===== config.mk =====
export PLATFORM = sky130hd
export DESIGN_NAME = scan_sequencer
export DESIGN_NICKNAME = d
export VERILOG_FILES = /design/src/rtl/scan_sequencer.sv
export SDC_FILE = /design/constraint.sdc
export NUM_CORES = 1
export LEC_CHECK = 0
export ABC_AREA = 0
export BUFFER_PORTS_ARGS = -buffer_cell sky130_fd_sc_hd__buf_2
export CAP_MARGIN = 10
export CORE_MARGIN = 2
export CORE_UTILIZATION = 56
export CTS_CLUSTER_SIZE = 8
export DETAILED_ROUTE_END_ITERATION = 6
export PLACE_DENSITY = 0.78
export SYNTH_ARGS = -nofsm -noshare
export SYNTH_HDL_FRONTEND = slang
export SYNTH_SLANG_ARGS = --single-unit

===== constraint.sdc =====
create_clock -name clk -period 2.7 [get_ports clk]
set_input_delay 0.54 -clock clk [delete_from_list [all_inputs] [get_ports clk]]
set_output_delay 0.54 -clock clk [all_outputs]
set_load 0.02 [all_outputs]

===== src/rtl/scan_sequencer.sv =====
// Channel scan sequencer: steps a 2-to-4 decoder select through the enabled mask bits.
// Define SCAN_BLANK_EN to insert one decoder-disabled BLANK cycle on every channel advance.
module scan_sequencer #(
  parameter int unsigned DWELL = 4
) (
  input  logic       clk,
  input  logic       rst,
  input  logic       start,
  input  logic       stop,
  input  logic [3:0] mask,
  output logic [1:0] w,
  output logic       en,
  output logic       busy,
  output logic       frame_done
);

  typedef enum logic [1:0] {
    IDLE,
    SCAN
`ifdef SCAN_BLANK_EN
    , BLANK
`endif
  } state_t;

  state_t     r_state, w_stateNext;
  logic [1:0] r_chan, w_chanNext;
  logic [7:0] r_dwell, w_dwellNext;
  logic       r_en, r_busy, r_frame;
  logic       w_frameNext;
  logic [1:0] w_firstChan, w_nextChan;
  logic       w_wrap, w_dwellLast;
`ifdef SCAN_BLANK_EN
  logic [1:0] r_pend, w_pendNext;
`endif

  assign w_dwellLast = (r_dwell == 8'(DWELL - 1));
  assign w_wrap      = (w_nextChan <= r_chan);

  // Lowest enabled channel, used when a scan is launched from IDLE.
  always_comb begin
    w_firstChan = 2'd0;
    for (int k = 3; k >= 0; k--) begin
      if (mask[k]) w_firstChan = 2'(k);
    end
  end

  // Next enabled channel above the current one, wrapping 3->0 and back onto itself.
  always_comb begin
    w_nextChan = r_chan;
    for (int k = 4; k >= 1; k--) begin
      if (mask[r_chan + 2'(k)]) w_nextChan = r_chan + 2'(k);
    end
  end

  always_comb begin
    w_stateNext = r_state;
    w_chanNext  = r_chan;
    w_dwellNext = r_dwell;
    w_frameNext = 1'b0;
`ifdef SCAN_BLANK_EN
    w_pendNext  = r_pend;
`endif
    case (r_state)
      IDLE: begin
        w_chanNext  = 2'd0;
        w_dwellNext = 8'd0;
        if (start && !stop && (mask != 4'd0)) begin
          w_stateNext = SCAN;
          w_chanNext  = w_firstChan;
        end
      end
      SCAN: begin
        if (stop || (w_dwellLast && (mask == 4'd0))) begin
          w_stateNext = IDLE;
          w_chanNext  = 2'd0;
          w_dwellNext = 8'd0;
        end else if (w_dwellLast) begin
          w_frameNext = w_wrap;
          w_dwellNext = 8'd0;
`ifdef SCAN_BLANK_EN
          w_stateNext = BLANK;
          w_pendNext  = w_nextChan;
`else
          w_chanNext  = w_nextChan;
`endif
        end else begin
          w_dwellNext = r_dwell + 8'd1;
        end
      end
`ifdef SCAN_BLANK_EN
      BLANK: begin
        w_dwellNext = 8'd0;
        if (stop) begin
          w_stateNext = IDLE;
          w_chanNext  = 2'd0;
        end else begin
          w_stateNext = SCAN;
          w_chanNext  = r_pend;
        end
      end
`endif
      default: begin
        w_stateNext = IDLE;
        w_chanNext  = 2'd0;
        w_dwellNext = 8'd0;
      end
    endcase
  end

  // en/busy are registered from the next state so every output comes straight off a flop.
  always_ff @(posedge clk) begin
    if (rst) begin
      r_state <= IDLE;
      r_chan  <= 2'd0;
      r_dwell <= 8'd0;
      r_en    <= 1'b0;
      r_busy  <= 1'b0;
      r_frame <= 1'b0;
`ifdef SCAN_BLANK_EN
      r_pend  <= 2'd0;
`endif
    end else begin
      r_state <= w_stateNext;
      r_chan  <= w_chanNext;
      r_dwell <= w_dwellNext;
      r_en    <= (w_stateNext == SCAN);
      r_busy  <= (w_stateNext != IDLE);
      r_frame <= w_frameNext;
`ifdef SCAN_BLANK_EN
      r_pend  <= w_pendNext;
`endif
    end
  end

  assign w          = r_chan;
  assign en         = r_en;
  assign busy       = r_busy;
  assign frame_done = r_frame;

endmodule


==> Word-level counts from Yosys, hierarchy flattened <==
Cells that the tools add are included.
{ "word_totals": {"mem_bits_rw": 0, "latchBits": 0, "inputBits": 8, "out_inout_bits": 5, "n_memories": 0, "rom_bits": 0, "elab_cells": 51, "reg_bits": 15} }
{ "op_classes": {"multipliers": 0, "bitwise": 2, "order_cmp": 4, "n_addsub": 4, "reduce_logical": 11, "n_mux": 20, "div": 0, "n_eq_ne": 4, "shifts": 0} }
{ "op_table": {"columns": ["op", "count"], "rows": [
  ["2-to-1 mux 2 bit", 12],
  ["< comparator 2 x 3 -> 1 bit, second input constant", 3],
  ["adder 8 x 1 -> 8 bit, second input constant", 1],
  ["== test 8 x 2 -> 1 bit, second input constant", 1],
  ["one-hot mux 2 bit (2 select lines)", 2],
  ["OR reduction 4 bit", 2],
  ["binary-select mux 1 bit (select 2 bit)", 3],
  ["adder 2 bit, second input constant", 2],
  ["== test 2 x 1 -> 1 bit, second input constant", 2],
  ["logical NOT 4 bit", 1],
  ["nonzero test 4 bit", 1],
  ["logical AND 1 bit", 3],
  ["2-to-1 mux 1 bit", 3],
  ["inequality test 3 bit, second input constant", 1],
  ["adder 2 x 1 -> 2 bit, second input constant", 1],
  ["<= comparator 2 bit", 1],
  ["logical NOT 2 bit", 1],
  ["inverter 1 bit", 2],
  ["nonzero test 2 bit", 1],
  ["logical NOT 1 bit", 1],
  ["logical OR 1 bit", 1]
]} }

==> Depth between registers and ports, before layout <==
{ "logic_depth": {"ltp_word": 9, "mapped_depth": 9, "mapped_depth_nobuf": 8} }

==> Worst setup path after synthesis <==
Ideal clock, no wire load.
{ "synth_timing": {"path_type": "flip-flop to flip-flop", "startpoint": "register r_chan[1] (netlist: w[1])", "endpoint": "register r_frame (netlist: frame_done)", "period_less_slack_ns": 1.978, "path_stages_with_launch": 7, "slack_ns": 0.722, "path_buffers": 1, "setup_ns": 0.114, "required_ns": 2.586, "arrival_ns": 1.865, "path_cell_list": "dfxtp_1 > clkbuf_1 > mux2_2 > a222oi_1 > ha_1 > a21oi_1 > nor2_1"} }
{ "synth_via": {"elab_chain_cells": 7, "word_cells_on_any_way": 13, "cone_classes": "add/sub (3); order compare (1); mux (9)"} }
{ "synth_lines": {"columns": ["element", "line_no", "rtl"], "rows": [
  ["from (decl)", "26", "logic [1:0] r_chan, w_chanNext;"],
  ["from (signal assigned)", "124", "r_chan <= w_chanNext;"],
  ["adder 2 bit", "51", "if (mask[r_chan + 2'(k)]) w_nextChan = r_chan + 2'(k);"],
  ["binary-select mux 1 bit (select 2 bit)", "51", null],
  ["2-to-1 mux 1 bit (implied by the code)", "51", null],
  ["2-to-1 mux 2 bit (3 in a row)", "51", null],
  ["<= comparator 2 bit *", "37", "assign w_wrap = (w_nextChan <= r_chan);"],
  ["to (signal assigned)", "128", "r_frame <= w_frameNext;"],
  ["to (decl)", "28", "logic r_en, r_busy, r_frame;"]
]} }
Mark *: on every way between the ends. The rest lies on a longest branch, timed or not. The select of a mux whose other input is x is not followed.
A chain may end at the register's enable or synchronous reset.

==> Worst setup path after layout <==
Ends and elaborated chain as after synthesis.

==> impl_metrics.toml <==
[die]
coreArea_um2 = 1270
die_w_um = 40.6
start_util_pct = 59.2
rows = 13
die_h_um = 40.6
die_area_um2 = 1650
design.portCount = 13

[detailed_routing]
drt_pre_antenna_iters = 4
drc_errors = 0
drtAntennaViolNets = 0
via_per_inst = 5.46
drt-total-wl_um = 1270
via_count = 622
detail_route.iter0.violations = 8
wl_per_cell_um = 11.2

[layout]
fin_cells = 114
nNetsFinal = 111
drive_gt1_share_pct = 22.2
n_fill_cell = 107
insertedDiodeCount = 0
fin_area_um2 = 852
postLayoutCoreUtil_pct = 67.2
syn_to_final_growth_pct = 13.5

[worst_hold_path]
hold_path_class = "reg -> reg"
min_path_cells = 1

[placement]
gp_congestion = 0.669
port-buffer-count = 12
place_inst = 110
place_area_um2 = 826
pre_cts_slack_ps = 773
dp_hpwl_um = 989

[power_and_ir_drop]
power.total_mw = 0.387
p_leak_nw = 0.333
peakVddDrop_mv = 0.279
cellPowerDensity_nw_per_um2 = 454

[critical_path]
r2r_setup_slack_ps = 850
cp-startpoint = "w[1]"
setup.worst_path.end = "frame_done"
cp-start-kind = "register"
crit_required_ps = 2880
timing.rr.start = "w[1]"
critical_path.max_fanout = 10
reg2reg_depth = 5
crit_arrival_ps = 2030
endpoint_kind = "register"
timing.rr.end = "frame_done"
critical_path_class = "reg -> reg"

[yosys]
synth.avg_cell_area_um2 = 8.94
synth_ff_type = "dfxtp_1"
ys_ff_latch = 15
synth.area.top_cells = "dfxtp_1 40%, a21oi_1 5.3%, ha_1 5.0%"
synth_top_area_share_pct = 40.0
synthArstFlopShare_pct = 0
synthesis.nets = 95
yosys.area.top_type = "dfxtp_1"
syn_inst = 84
synth_common_cells = "15 x dfxtp_1, 9 x nor2_1, 8 x a21oi_1"
yosys_warnings = 0
ys_types = 36
synth_most_common_cell = "dfxtp_1"
ys_seq_area_share_pct = 40.0
synth_edf_count = 0
syn_area_um2 = 751

[global_routing]
track_usage_pct = 19.7
grt_start_max_net_pins = 11
grt_pass1_wl_um = 1990
antenna_found_initial = 0
overflow = 0
grt_pass1_vias = 486

[cts]
clkSinkCount = 15
clk-insertion-delay-late_ps = 280
cts_root_buf = "clkbuf_4"
cts_buffers = 3
hold_buffers = 0
cts.path.max_buffers = 2
h-tree-depth = 1
cts_tree = "done"
cts.repair.resized = 0
clk_pin_slew_worst_paths_ps = 90
cts_setup_buffers = 0

[sta]
clock_skew_ps = 4.41
finalWorstSetupSlack_ps = 855
post-route-period-util_pct = 68.3
finalSetupViolCount = 0
drv_slew = 0
rsz0062_at_grt = "false"
hold_viol = 0
fmax_mhz = 542
whs_ps = 488
tns_ps = 0
fin_crit_ps = 1850

[job]
drv_cap = 0

[run_status]
outcome = "finished clean"
worst min-delay path by stage:
| stage | slack, ps | startpoint | end |
|---|---|---|---|
| after floorplan | 430 | r_dwell[0] | r_dwell[0] |
| after global placement | 450 | r_dwell[0] | r_dwell[0] |
| after detailed placement | 470 | r_dwell[0] | r_dwell[0] |
| after CTS | 490 | rst | en |
| after global routing | 500 | rst | busy |
| final | 490 | r_dwell[0] | r_dwell[0] |
flip-flops by register name, indices dropped and copies added, names as in the netlist:
signal	cells
r_state	2
w	2
frame_done	1
en	1
busy	1
r_dwell	8
layout make-up:
type	instances	area (um2)	share of cell area [%]
tap	15	18.8	2.20
inverter	4	15.0	1.76
sequential	15	300	35.2
timing repair buffer	12	60.1	7.05
multi-input combinational	64	432	50.7
clock buffer	4	26.3	3.08
kinds of logic (layout without fill, tap and decap cells):
kind of cell / count (synthesis) / in the layout / share of synthesized area (%)
xor gates and xnor gates: 5 / 5 / 5.83
and+or+nand+nor: 34 / 34 / 25.8
adders and majority gates: 3 / 3 / 5.00
muxes: 1 / 1 / 1.50
other: 1 / 1 / 0.500
DFF: 15 / 15 / 40.0
AOI/OAI and AO/OA: 20 / 20 / 18.8
buffers and inverters: 5 / 20 / 2.50
critical path: stages (launching register included):
cell	delay [ps]
dfxtp_1	510
mux2_2	370
a222oi_1	390
ha_1	300
a21oi_1	120
nor2_1	50
power breakdown:
group,internal (mW),switching (mW),total [mW]
Sequential,0.224,0.00240,0.227
Clock,0.0574,0.0692,0.127
Combinational,0.0155,0.0186,0.0341
Total,0.297,0.0902,0.387
routing by layer:
metal	part of all wire [%]	wire length, um	global-route usage [%]
met3	4.5	57	9.78
met1	48	610	22.4
met2	47	600	31.3
met4	0.47	6	7.50
met5	0	0	0
layout by cell type, fill, tap and decap left out, types with 3 or more instances in the layout:
cell and n:
a21oi_1 8, buf_2 12, o21ai_0 4, ha_1 3, nor3_1 3, xor2_1 3, clkbuf_4 3, dfxtp_1 15
nand3_1 3, nand2_1 3, nor2_1 9, inv_1 4
No activity file was read; power rests on OpenSTA's default activity.
